**src/rtl/sw_frame_pkg.sv**
```systemverilog
// Shared definitions for the SOP/ID/LEN/DATA/EOP switch-control stream format.
// The frame transmitter and the frame receiver both import this package.
package sw_frame_pkg;

  // Frame delimiter words
  localparam logic [15:0] SOP_WORD = 16'h0a0a;
  localparam logic [15:0] EOP_WORD = 16'h0b0b;

  // Words ahead of the payload: SOP, ID, LEN
  localparam int FRAME_HDR_WORDS = 3;

  // Framer / parser state encoding. CSUM is only reachable in checksum builds.
  typedef enum logic [2:0] {
    LOAD,
    DROP,
    SOP,
    ID,
    LEN,
    DATA,
    EOP,
    CSUM
  } frame_state_e;

endpackage

```
**src/rtl/sw_frame_buf.sv**
```systemverilog
// Payload buffer: DEPTH x DATA_WIDTH simple dual-port RAM.
// Synchronous write port, asynchronous (combinational) read port so the
// framer can load the next payload word into its output register in the
// same cycle as the downstream handshake. Contents are never cleared.
module sw_frame_buf #(
  parameter int DATA_WIDTH = 16,
  parameter int DEPTH      = 64,
  parameter int AW         = $clog2(DEPTH)
) (
  input  logic                  clk,
  input  logic                  we,
  input  logic [AW-1:0]         waddr,
  input  logic [DATA_WIDTH-1:0] wdata,
  input  logic [AW-1:0]         raddr,
  output logic [DATA_WIDTH-1:0] rdata
);

  logic [DATA_WIDTH-1:0] mem [DEPTH];

  // Write port: store one payload word per accepted beat
  always_ff @(posedge clk) begin
    if (we) begin
      mem[waddr] <= wdata;
    end
  end

  assign rdata = mem[raddr];

endmodule

```
**src/rtl/sw_frame_tx.sv**
```systemverilog
// Packet framer, transmit side of the switch-control stream format.
// Buffers one whole payload packet, then emits SOP, ID, LEN, payload, EOP.
// Optional build macro SW_FRAME_TX_CHECKSUM_EN inserts a CSUM word (16-bit
// wrap-around sum of ID, LEN and payload) between the payload and EOP.
module sw_frame_tx
  import sw_frame_pkg::*;
#(
  parameter int                    DATA_WIDTH = 16,
  parameter int                    DEPTH      = 64,
  parameter logic [DATA_WIDTH-1:0] SOP_WORD   = sw_frame_pkg::SOP_WORD,
  parameter logic [DATA_WIDTH-1:0] EOP_WORD   = sw_frame_pkg::EOP_WORD
) (
  input  logic                  clk,
  input  logic                  reset,
  input  logic [DATA_WIDTH-1:0] frame_id,
  input  logic [DATA_WIDTH-1:0] s_axis_tdata,
  input  logic [1:0]            s_axis_tkeep,
  input  logic                  s_axis_tvalid,
  input  logic                  s_axis_tlast,
  output logic                  s_axis_tready,
  output logic [DATA_WIDTH-1:0] m_axis_tdata,
  output logic [1:0]            m_axis_tkeep,
  output logic                  m_axis_tvalid,
  output logic                  m_axis_tlast,
  input  logic                  m_axis_tready,
  output logic                  busy,
  output logic                  err_overflow
);

  localparam int AW = $clog2(DEPTH);
  localparam int CW = AW + 1;
  localparam logic [CW-1:0] LAST_IDX = CW'(DEPTH - 1);

  frame_state_e          state_reg, state_next;
  logic [CW-1:0]         wr_cnt_reg, wr_cnt_next;
  logic [CW-1:0]         rd_cnt_reg, rd_cnt_next;
  logic [CW-1:0]         len_reg, len_next;
  logic [DATA_WIDTH-1:0] id_reg, id_next;
  logic [DATA_WIDTH-1:0] tdata_reg, tdata_next;
  logic                  tvalid_reg, tvalid_next;
  logic                  tlast_reg, tlast_next;
  logic                  err_reg, err_next;
  logic                  buf_we;
  logic [DATA_WIDTH-1:0] buf_rdata;
  logic [CW-1:0]         wr_cnt_inc;
  logic                  s_hs, m_hs;
  logic                  unused_tkeep;
`ifdef SW_FRAME_TX_CHECKSUM_EN
  logic [DATA_WIDTH-1:0] csum_reg, csum_next;
`endif

  // Byte enables on the slave side carry no information for this block
  assign unused_tkeep = ^s_axis_tkeep;

  assign s_axis_tready = ~reset & ((state_reg == LOAD) | (state_reg == DROP));
  assign s_hs          = s_axis_tvalid & s_axis_tready;
  assign m_hs          = tvalid_reg & m_axis_tready;
  assign wr_cnt_inc    = wr_cnt_reg + CW'(1);

  assign m_axis_tdata  = tdata_reg;
  assign m_axis_tvalid = tvalid_reg;
  assign m_axis_tlast  = tlast_reg;
  assign m_axis_tkeep  = tvalid_reg ? 2'b11 : 2'b00;
  assign busy          = (state_reg != LOAD) & (state_reg != DROP);
  assign err_overflow  = err_reg;

  sw_frame_buf #(
    .DATA_WIDTH (DATA_WIDTH),
    .DEPTH      (DEPTH)
  ) u_buf (
    .clk   (clk),
    .we    (buf_we),
    .waddr (wr_cnt_reg[AW-1:0]),
    .wdata (s_axis_tdata),
    .raddr (rd_cnt_reg[AW-1:0]),
    .rdata (buf_rdata)
  );

  // State, counters and the output register; reset abandons any frame in flight
  always_ff @(posedge clk or posedge reset) begin
    if (reset) begin
      state_reg  <= LOAD;
      wr_cnt_reg <= '0;
      rd_cnt_reg <= '0;
      len_reg    <= '0;
      id_reg     <= '0;
      tdata_reg  <= '0;
      tvalid_reg <= 1'b0;
      tlast_reg  <= 1'b0;
      err_reg    <= 1'b0;
`ifdef SW_FRAME_TX_CHECKSUM_EN
      csum_reg   <= '0;
`endif
    end else begin
      state_reg  <= state_next;
      wr_cnt_reg <= wr_cnt_next;
      rd_cnt_reg <= rd_cnt_next;
      len_reg    <= len_next;
      id_reg     <= id_next;
      tdata_reg  <= tdata_next;
      tvalid_reg <= tvalid_next;
      tlast_reg  <= tlast_next;
      err_reg    <= err_next;
`ifdef SW_FRAME_TX_CHECKSUM_EN
      csum_reg   <= csum_next;
`endif
    end
  end

  // Next state: each output handshake loads the following word directly, no bubble
  always_comb begin
    state_next  = state_reg;
    wr_cnt_next = wr_cnt_reg;
    rd_cnt_next = rd_cnt_reg;
    len_next    = len_reg;
    id_next     = id_reg;
    tdata_next  = tdata_reg;
    tvalid_next = tvalid_reg;
    tlast_next  = tlast_reg;
    err_next    = 1'b0;
    buf_we      = 1'b0;
`ifdef SW_FRAME_TX_CHECKSUM_EN
    csum_next   = csum_reg;
`endif
    case (state_reg)
      LOAD: begin
        if (s_hs) begin
          buf_we      = 1'b1;
          wr_cnt_next = wr_cnt_inc;
`ifdef SW_FRAME_TX_CHECKSUM_EN
          csum_next   = csum_reg + s_axis_tdata;
`endif
          if (s_axis_tlast) begin
            id_next     = frame_id;
            len_next    = wr_cnt_inc;
            tdata_next  = SOP_WORD;
            tvalid_next = 1'b1;
            state_next  = SOP;
`ifdef SW_FRAME_TX_CHECKSUM_EN
            csum_next   = csum_reg + s_axis_tdata + frame_id
                          + {{(DATA_WIDTH-CW){1'b0}}, wr_cnt_inc};
`endif
          end else if (wr_cnt_reg == LAST_IDX) begin
            state_next = DROP;
          end
        end
      end
      DROP: begin
        if (s_hs && s_axis_tlast) begin
          err_next    = 1'b1;
          wr_cnt_next = '0;
          state_next  = LOAD;
`ifdef SW_FRAME_TX_CHECKSUM_EN
          csum_next   = '0;
`endif
        end
      end
      SOP: begin
        if (m_hs) begin
          tdata_next = id_reg;
          state_next = ID;
        end
      end
      ID: begin
        if (m_hs) begin
          tdata_next = {{(DATA_WIDTH-CW){1'b0}}, len_reg};
          state_next = LEN;
        end
      end
      LEN: begin
        if (m_hs) begin
          tdata_next  = buf_rdata;
          rd_cnt_next = rd_cnt_reg + CW'(1);
          state_next  = DATA;
        end
      end
      DATA: begin
        if (m_hs) begin
          if (rd_cnt_reg == len_reg) begin
`ifdef SW_FRAME_TX_CHECKSUM_EN
            tdata_next = csum_reg;
            state_next = CSUM;
`else
            tdata_next = EOP_WORD;
            tlast_next = 1'b1;
            state_next = EOP;
`endif
          end else begin
            tdata_next  = buf_rdata;
            rd_cnt_next = rd_cnt_reg + CW'(1);
          end
        end
      end
`ifdef SW_FRAME_TX_CHECKSUM_EN
      CSUM: begin
        if (m_hs) begin
          tdata_next = EOP_WORD;
          tlast_next = 1'b1;
          state_next = EOP;
        end
      end
`endif
      EOP: begin
        if (m_hs) begin
          tdata_next  = '0;
          tvalid_next = 1'b0;
          tlast_next  = 1'b0;
          wr_cnt_next = '0;
          rd_cnt_next = '0;
          state_next  = LOAD;
`ifdef SW_FRAME_TX_CHECKSUM_EN
          csum_next   = '0;
`endif
        end
      end
      default: begin
        state_next = LOAD;
      end
    endcase
  end

endmodule
```
**config.mk**
```make
export PLATFORM = sky130hd
export DESIGN_NAME = sw_frame_tx
export DESIGN_NICKNAME = d
export VERILOG_FILES = /design/src/rtl/sw_frame_pkg.sv /design/src/rtl/sw_frame_buf.sv /design/src/rtl/sw_frame_tx.sv
export SDC_FILE = /design/constraint.sdc
export NUM_CORES = 1
export LEC_CHECK = 0
export CAP_MARGIN = 0
export CORE_ASPECT_RATIO = 1.5
export CORE_MARGIN = 2
export CORE_UTILIZATION = 30
export CTS_CLUSTER_DIAMETER = 40
export DETAILED_ROUTE_END_ITERATION = 16
export PLACE_DENSITY_LB_ADDON = 0.05
export SLEW_MARGIN = 25
export SYNTH_ARGS = -nofsm -noshare
export SYNTH_HDL_FRONTEND = slang
export SYNTH_HIERARCHICAL = 1
export SYNTH_SLANG_ARGS = --single-unit
export TNS_END_PERCENT = 10
```
**constraint.sdc**
```tcl
create_clock -name clk -period 3.09 [get_ports clk]
set_input_delay 0.309 -clock clk [delete_from_list [all_inputs] [get_ports clk]]
set_output_delay 0.309 -clock clk [all_outputs]
set_load 0.005 [all_outputs]
```
# Yosys cells after proc, flatten, opt, wreduce, memory -nomap -nowiden
# Memory sizes are Yosys's and may differ from the RTL's.
# Cells that the tools add are included.
[totals]
register_bits = 59
ramBits = 1024
inputBits = 39
wordCells = 95
mem_count = 1
[mem_list]
columns = ["name", "words", "width", "read_ports", "rd_clocked_by_memory_dff", "wr", "line", "text"]
rows = [
  ["u_buf.mem", 64, 16, 1, 0, 1, "sw_frame_buf.sv:18", "logic [DATA_WIDTH-1:0] mem [DEPTH];"],
]
[classes]
n_addsub = 2
eq_ne = 20
mux = 42
n_bitwise = 6
reduce_logical = 15
[op_table]
columns = ["operator", "count"]
rows = [
  ["2-to-1 mux 16 bit", 8],
  ["case mux 16 bit (6 select lines)", 1],
  ["2-to-1 mux 7 bit", 6],
  ["case mux 7 bit (3 select lines)", 2],
  ["2-to-1 mux 3 bit", 10],
  ["case mux 3 bit (7 select lines)", 1],
  ["!= test 2 bit, second input constant", 9],
  ["adder 7 x 1 -> 7 bit, second input constant", 2],
  ["AND reduction 4 bit", 3],
  ["2-to-1 mux 1 bit", 11],
  ["equality test 3 bit, second input constant", 3],
  ["AND reduction 9 bit", 1],
  ["nonzero test 3 bit", 3],
  ["AND reduction 8 bit", 1],
  ["equality test 7 x 6 -> 1 bit, second input constant", 1],
  ["equality test 7 bit", 1],
  ["equality test 3 x 2 -> 1 bit, second input constant", 2],
  ["nonzero test 6 bit", 1],
  ["AND reduction 5 bit", 1],
  ["bitwise AND 1 bit", 4],
  ["case mux 1 bit (2 select lines)", 2],
  ["nonzero test 2 bit", 2],
  ["equality test 3 x 1 -> 1 bit, second input constant", 1],
  ["logical NOT 3 bit", 1],
  ["other kinds (8)", 8],
]

# Depth between registers and ports, before layout
# Gate-level depths: netlist (run 1).
[depth]
word_depth = 8
depth_mapped = 13
ltp_nobuf = 9

# By module
# Netlist (run 1), hierarchy kept.
[modules_own_cells]
columns = ["mod", "instances", "cells_each", "area_per_inst_um2"]
rows = [
  ["sw_frame_buf", 1, 1813, 39721.8],
  ["sw_frame_tx", 1, 285, 2982.9],
]

# Least setup slack after synthesis (run 1)
# OpenSTA, ideal clock, no wires.
[synth_path]
path_type = "register to register"
start = "register state_reg[2]"
end = "memory u_buf.mem[48][0] (enable)"
setup_time_ns = 0.409
arrival_time_ns = 2.688
t_required_ns = 2.681
setup_slack_ns = -0.008
path_stages_with_launch = 9
n_path_buf = 1
period_less_slack_ns = 3.098
path_cell_list = "dfrtp_1 > nor2_2 > inv_2 > or3_1 > buf_2 > clkinv_4 > nor2b_1 > nand4b_1 > nor3_1"
[synth_between]
elab_chain_cells = 8
elab_cells_between_ends = 9
classes_between = "eq/ne (1); mux (4); bitwise (3); reduce/logical (1)"
[synth_rtl]
columns = ["element", "line", "text"]
rows = [
  ["from (decl)", "sw_frame_tx.sv:34", "frame_state_e state_reg, state_next;"],
  ["from (signal assigned)", "sw_frame_tx.sv:95", "state_reg <= state_next;"],
  ["equality test 3 x 1 -> 1 bit / logical NOT 3 bit (equally long branches)", "sw_frame_tx.sv:55, sw_frame_tx.sv:125", ""],
  ["OR 1 bit", "sw_frame_tx.sv:55", "assign s_axis_tready = ~reset & ((state_reg == LOAD) | (state_reg == DROP));"],
  ["bitwise AND 1 bit", "sw_frame_tx.sv:55", ""],
  ["bitwise AND 1 bit", "sw_frame_tx.sv:56", "assign s_hs = s_axis_tvalid & s_axis_tready;"],
  ["2-to-1 mux 1 bit", "sw_frame_tx.sv:127", "if (s_hs) begin"],
  ["2-to-1 mux 1 bit (*)", "sw_frame_tx.sv:125", "case (state_reg)"],
  ["via buf_we", "sw_frame_tx.sv:43", "logic buf_we;"],
  ["2-to-1 mux 1 bit (*)", "sw_frame_buf.sv:22", "if (we) begin"],
  ["2-to-1 mux 1 bit (implied by the code) (*)", "sw_frame_buf.sv:23", "mem[waddr] <= wdata;"],
  ["to (decl)", "sw_frame_buf.sv:18", ""],
]
# The timed path passes the listed nets; every way through them passes the cells marked *.

# Final worst setup path (run 1)
[layout_path]
start = "register rd_cnt_reg[0]"
end = "register tdata_reg[14], in the netlist m_axis_tdata[14]"
[layout_between]
elab_chain_cells = 4
elab_cells_between_ends = 6
classes_between = "eq/ne (1); mux (4); memory (1)"
[layout_rtl]
columns = ["element", "line", "text"]
rows = [
  ["from (decl)", "sw_frame_tx.sv:36", "logic [CW-1:0] rd_cnt_reg, rd_cnt_next;"],
  ["from (signal assigned)", "sw_frame_tx.sv:97", "rd_cnt_reg <= rd_cnt_next;"],
  ["memory (64 x 16 bit) (*)", "-", ""],
  ["via buf_rdata[14]", "sw_frame_tx.sv:44", "logic [DATA_WIDTH-1:0] buf_rdata;"],
  ["2-to-1 mux 16 bit", "sw_frame_tx.sv:179", "if (rd_cnt_reg == len_reg) begin"],
  ["2-to-1 mux 16 bit", "sw_frame_tx.sv:178", "if (m_hs) begin"],
  ["case mux 16 bit (6 select lines) (*)", "sw_frame_tx.sv:125", ""],
  ["to (signal assigned)", "sw_frame_tx.sv:100", "tdata_reg <= tdata_next;"],
  ["to (decl)", "sw_frame_tx.sv:39", "logic [DATA_WIDTH-1:0] tdata_reg, tdata_next;"],
]
# The timed path passes the listed nets; every way through them passes the cells marked *. The select of a mux whose other input is x is not followed.
# A chain may end at the register's enable or synchronous reset.

==> results of run 1 <==
-- per-stage QoR --
| stage | cell area, sq um | utilization [%] | setup slack (ns) | cells |
|---|---|---|---|---|
| 2_1_floorplan | 42710 | - | -0.005152 | 2098 |
| 3_3_place_gp | 47820 | 33.81 | -0.4723 | 4198 |
| 3_5_place_dp | 47820 | 33.81 | -0.4388 | 4198 |
| 4_1_cts | 52510 | 37.12 | 0.03037 | 4458 |
| 5_1_grt | 52600 | 37.18 | -0.03382 | 4463 |
| 6_report | 52600 | 37.18 | 0.09639 | 4464 |
-- power breakdown --
group          internal (W)  switching [W]
combinational       0.00453        0.00506
clock               0.00957        0.00648
sequential           0.0165       0.000476
-- layout make-up --
class / count / area (sq um)
sequential: 1083 / 32240
timing repair buffer: 344 / 3675
fill: 12980 / 88860
antenna: 3 / 7.507
inverter: 9 / 38.79
clock buffer: 163 / 3632
multi-input combinational: 889 / 9672
tap: 1881 / 2354
clock inverter: 92 / 979.7
-- worst register-to-register path: stages, from the launching register on --
cell and delay (ns):
dfrtp_4 0.53, buf_12 0.20, buf_12 0.13, buf_12 0.14, buf_4 0.14, mux4_2 0.48
mux2_2 0.28, nand2_1 0.13, nand4_1 0.30, and4_1 0.37, a21o_1 0.17
-- synth_stat cells, drive strengths merged, types with 3 or more instances --
library cell,instances
edfxtp,1024
mux4,224
nor2,97
mux2i,94
buf,90
nand2,88
dfrtp,59
mux2,44
a22oi,39
o21ai,39
nand3,35
nor2b,31
a21oi,29
clkbuf,27
a221oi,16
nand4,14
a22o,13
a31oi,13
a211oi,10
a221o,10
a211o,8
a311oi,8
inv,8
xnor2,8
nor3,7
o31ai,7
a21o,6
and2,6
nand2b,6
a41oi,5
and4,5
xor2,4
and3,3
nor4,3
-- metal layers --
layer | vias to the layer above | part of all wire (%)
met3 | 156 | 3.1
li1 | 9423 | -
met4 | 0 | 2.8
met2 | 398 | 53
met5 | - | 0
met1 | 11450 | 41
-- logic make-up (layout without fill, tap and decap cells) --
logic type,after synthesis,after routing,share of synthesized area (%)
flops,1083,1083,75.46
compound gates,206,206,3.413
fa+ha+maj,2,2,0.05859
mux,362,362,15.21
other cells,0,3,0
xor+xnor,12,12,0.2637
simple gates,307,307,3.577
buf+inv,126,608,2.013
-- worst max-delay path by stage --
stage,startpoint,to,slack [ns],cells past startpoint
final,rd_cnt_reg[0],m_axis_tdata[14],0.1,10
after global routing,rd_cnt_reg[0],m_axis_tdata[0],-0.03,11
after CTS,rd_cnt_reg[0],m_axis_tdata[0],0.03,11
after detailed placement,rd_cnt_reg[0],m_axis_tdata[0],-0.44,11
after global placement,rd_cnt_reg[0],m_axis_tdata[0],-0.47,11
after floorplan,state_reg[2],u_buf/mem[49][0],-0.005,8
-- what timing repair did --
item | 4_1_cts | 5_1_grt
hold endpoints to repair | 4 | 16
buffers inserted | 4 | 0
hold buffers | 1 | 1
endpoints found under the setup margin | 1 | 4
gates cloned | 0 | 1
gates resized for setup | 3 | 7
pin swaps | 1 | 1
==> run metrics, run 1 <==
Setup Skew=0.01605 ns; ranking of synthesized cells by area=edfxtp_1 (72%), mux4_2 (12%), dfrtp_1 (3.5%); CP Max Fanout=10; Max VDD drop=between 0.0004 and 0.0005 V; Final Total Pwr=roughly 0.043 W; Max-slew headroom=around two fifths; Num CTS Buffers=139; GRT met3 Usage=under 10%; pwr dens=between 800 and 900 nW/um^2; GRT met1 Usage=between 20% and 30%; core area=about 140000 sq um; CTS tree=done; cell count after synthesis=2098; reg2reg start=rd_cnt_reg[0]; global routing's busiest layer=met2; Initial Util=between 30% and 40%; R2R cell count=10; Syn Std Cell Area=between 40000 and 50000 sq um; most common cell after layout, fill and taps aside=edfxtp_1; max reg flops=1024; Seq cells post-synth=around 1100; Total Wirelength=122700 um; global-route usage over all layers=between 10% and 20%; crit path buf inv count=4; Slowest-stage cell, CP=dfrtp_4; detailed-router iteration count before antenna repair=7; area share of the largest cell type after synthesis=between 70% and 80%; GRT Residual Overflow=0; Hold/Removal Path Class=primary input to register; gpl congestion=0.8040; Setup Viol. Count Final=0; dominant cell type by area after synthesis=edfxtp_1; worst-path cell chain=buf_12 -> buf_12 -> buf_12 -> buf_4 -> mux4_2 -> mux2_2 -> nand2_1 -> nand4_1 -> and4_1 -> a21o_1; hold path startpoint=s_axis_tdata[6]; initial antenna violation count=4; largest net degree at the start of global routing=65; nets=2507; cell family with most CP delay=simple AND/OR/NAND/NOR gates; Hold EP=u_buf/mem[41][6]; minimum clock period=around 3.0 ns; synth warn=6; Crit path arrival time=3.62 ns; Port Buffers=59; Reg2Reg Setup Slack=about 0.096 ns; die area=145400 sq um; Iter 0 DRT Violations=approximately 1500; Post-DRT Antenna Nets=0; DR WL/cell=between 20 and 30 um; Setup crit start kind=register; Area Overhead vs Synth=23.17%; num rows=169; Net Count, Synth=roughly 2100; Slowest Stage Delay on Critical Path=between 0.5 and 0.6 ns; worst-skew pair later-pin latency=approximately 0.75 ns; Final Slew Violations=0; Leak=about 17 nW; Slew @ Worst Pin=0.9145 ns; share of post-route cells with drive strength above 1=between 30% and 40%; H-Tree Depth=4; Top FF cell, synth=edfxtp_1; WHS Path Cells=1; first-pass GRT wire length=approximately 180000 um; DRC viols=0; root buf cell=clkbuf_16; clk buf depth=3; WHS=0.07783 ns; Critical Path End Type=register; Vias=about 21000; Setup Crit Path Kind=register to register; Post-DP HPWL=about 81000 um; Die Height=between 400 and 500 um; EDFF count, synth=between 1000 and 1500; Syn Area/Cell=between 20 and 25 sq um; reg-to-reg endpoint=m_axis_tdata[14]; Boundary Pins=just over 60; Die X=312.1 um; outcome=finished, final reports clean; period utilization=a little over nine tenths; Max Fclk=roughly 0.33 GHz; sequential fraction of the synthesis area=between 70 and 80%; setup TNS=0 ns; vias in the first global route=approximately 23000; cell mode on critical path=buf_12; asr flop ratio synth=roughly 5.4%; Vias/cell=between 4 and 5; total of max-cap violations=0; worst endpoint required time=about 3.7 ns; synth unique cells=69; met2 Track Usage GR=30.43%; clk slew on worst S/H paths=approximately 0.060 ns; number of clock sinks=roughly 1100; final hold vios=0; most frequent cells in the layout=edfxtp_1 (1024), mux4_2 (220), buf_4 (201); RSZ-0062 raised after global routing=true
Power figures use the tool's default switching activity.
==> run 2: changes to the inputs <==
PLACE_DENSITY_LB_ADDON = 0.25   (was 0.05)
==> run metrics, run 2 (synthesis results as in run 1) <==
Boundary Pins=62; final core utilization=a little over a third; first-pass GRT wire length=around 160000 um; Total Wirelength=about 110000 um; post-route cell area=about 50000 sq um; CTS tree=done; global-route usage over all layers=15.32%; GRT Residual Overflow=0; Final Non-Filler Cells=roughly 4400; worst-skew pair later-pin latency=roughly 0.72 ns; DR WL/cell=between 20 and 30 um; Placement Cell Area=around 47000 sq um; Post-DRT Antenna Nets=0; Final Slew Violations=0; Setup Crit Path Kind=register to register; Reg2Reg Setup Slack=around 0.12 ns; Hold/Removal Path Class=primary input to register; max reg flops=1024; Slowest Stage Delay on Critical Path=0.56 ns; initial antenna violation count=9; nets=about 2400; clk slew on worst S/H paths=roughly 0.070 ns; crit path buf inv count=2; num rows=about 170; minimum clock period=approximately 3 ns; Slew @ Worst Pin=between 0.8 and 0.9 ns; Max Fclk=about 0.34 GHz; worst-path cell chain=buf_12 -> mux4_2 -> mux2_2 -> a221oi_1 -> buf_4 -> a311oi_1 -> nand2_1 -> o21ai_0 -> o21ai_0 -> nand2_1; Vias/cell=around 4.9; H-Tree Depth=3; setup TNS=0 ns; Max-slew headroom=40.90%; Placement Setup Slack=0.05469 ns; cell family with most CP delay=multiplexers; Port Buffers=~60; period utilization=approximately 96%; final hold vios=0; most frequent cells in the layout=edfxtp_1 (1024), mux4_2 (220), buf_4 (162); placed cells=around 4100; Vias=21310; CP Max Fanout=38; Area Overhead vs Synth=19.12%; pwr dens=767.2 nW/um^2; DR WL met3=between 4000 and 5000 um; Critical Path End Type=register; most common cell after layout, fill and taps aside=edfxtp_1; Die X=~310 um; postcts setup bufs=0; RSZ-0062 raised after global routing=true; root buf cell=clkbuf_16; Setup crit start kind=register; PostCTS Resize Cnt=0; gpl congestion=between 0.8 and 0.9; Crit path arrival time=3.56 ns; total of max-cap violations=0; routed wl met2=slightly above 60000 um; Slowest-stage cell, CP=mux4_2; detailed-router iteration count before antenna repair=8; uppermost layer routed=met5; die area=~150000 sq um; DRC viols=0; worst endpoint required time=roughly 3.7 ns; Setup Viol. Count Final=0; Num CTS Buffers=about 110; outcome=finished, final reports clean; clk buf depth=3; Initial Util=30.19%; share of post-route cells with drive strength above 1=28.88%; Leak=approximately 17 nW; core area=about 140000 sq um; Die Height=approximately 470 um; Post-DP HPWL=approximately 74000 um; Setup Skew=between 0.03 and 0.04 ns; M1 WL=roughly 42000 um; Iter 0 DRT Violations=between 1500 and 2000; hold_buf cts=0; number of clock sinks=about 1100; vias in the first global route=22490; Setup WS post-layout=around 0.12 ns; Max VDD drop=~0.00046 V; largest net degree at the start of global routing=63
-- run 2: cell count changes in the layout (fill, tap and decap cells not counted), sizes merged --
| cell | delta |
|---|---|
| buf | -55 |
| clkbuf | -39 |
| bufinv | -2 |
| diode | +1 |
| inv | -4 |
| clkinvlp | +4 |
| dlygate4sd3 | -2 |
| clkinv | -17 |
-- run 2: metrics by stage --
stage               hold WS, ns  power [W]
floorplan                0.4079    0.02265
global placement         0.4855    0.02624
detailed placement       0.4737    0.02633
CTS                     0.01052    0.03951
global route            0.03694    0.04052
finish                  0.05316    0.03903
-- run 2: power breakdown --
| part | switching, W | total (W) | internal (W) |
|---|---|---|---|
| combinational | 0.00472 | 0.00895 | 0.00423 |
| clock | 0.00572 | 0.0131 | 0.00742 |
| sequential | 0.000485 | 0.0169 | 0.0165 |
| total | 0.0109 | 0.0390 | 0.0281 |
-- run 2: final timing paths --
path | from | to | cells after the start
setup / recovery | rd_cnt_reg[0] | m_axis_tdata[0] | 10
hold / removal | s_axis_tdata[2] | u_buf/mem[24][2] | 1
setup reg to reg | rd_cnt_reg[0] | m_axis_tdata[0] | 10
hold reg to reg | m_axis_tdata[0] | m_axis_tdata[0] | 2
max in group asynchronous | reset | rd_cnt_reg[1] | 3
min in group asynchronous | reset | state_reg[0] | 3
-- run 2: layout make-up --
class | instances | area (sq um)
sequential | 1083 | 32240
timing repair buffer | 286 | 3025
clock inverter | 73 | 764.5
antenna | 4 | 10.01
clock buffer | 125 | 2798
multi-input combinational | 889 | 9643
inverter | 9 | 38.79
tap | 1881 | 2354
fill | 13000 | 90590
-- run 2: routing by layer --
layer / GRT usage (%) / vias to the layer above
met3: 2.266 / 154
met4: 6.119 / 8
li1: - / 9216
met5: 0 / -
met2: 28.64 / 528
met1: 17.42 / 11400
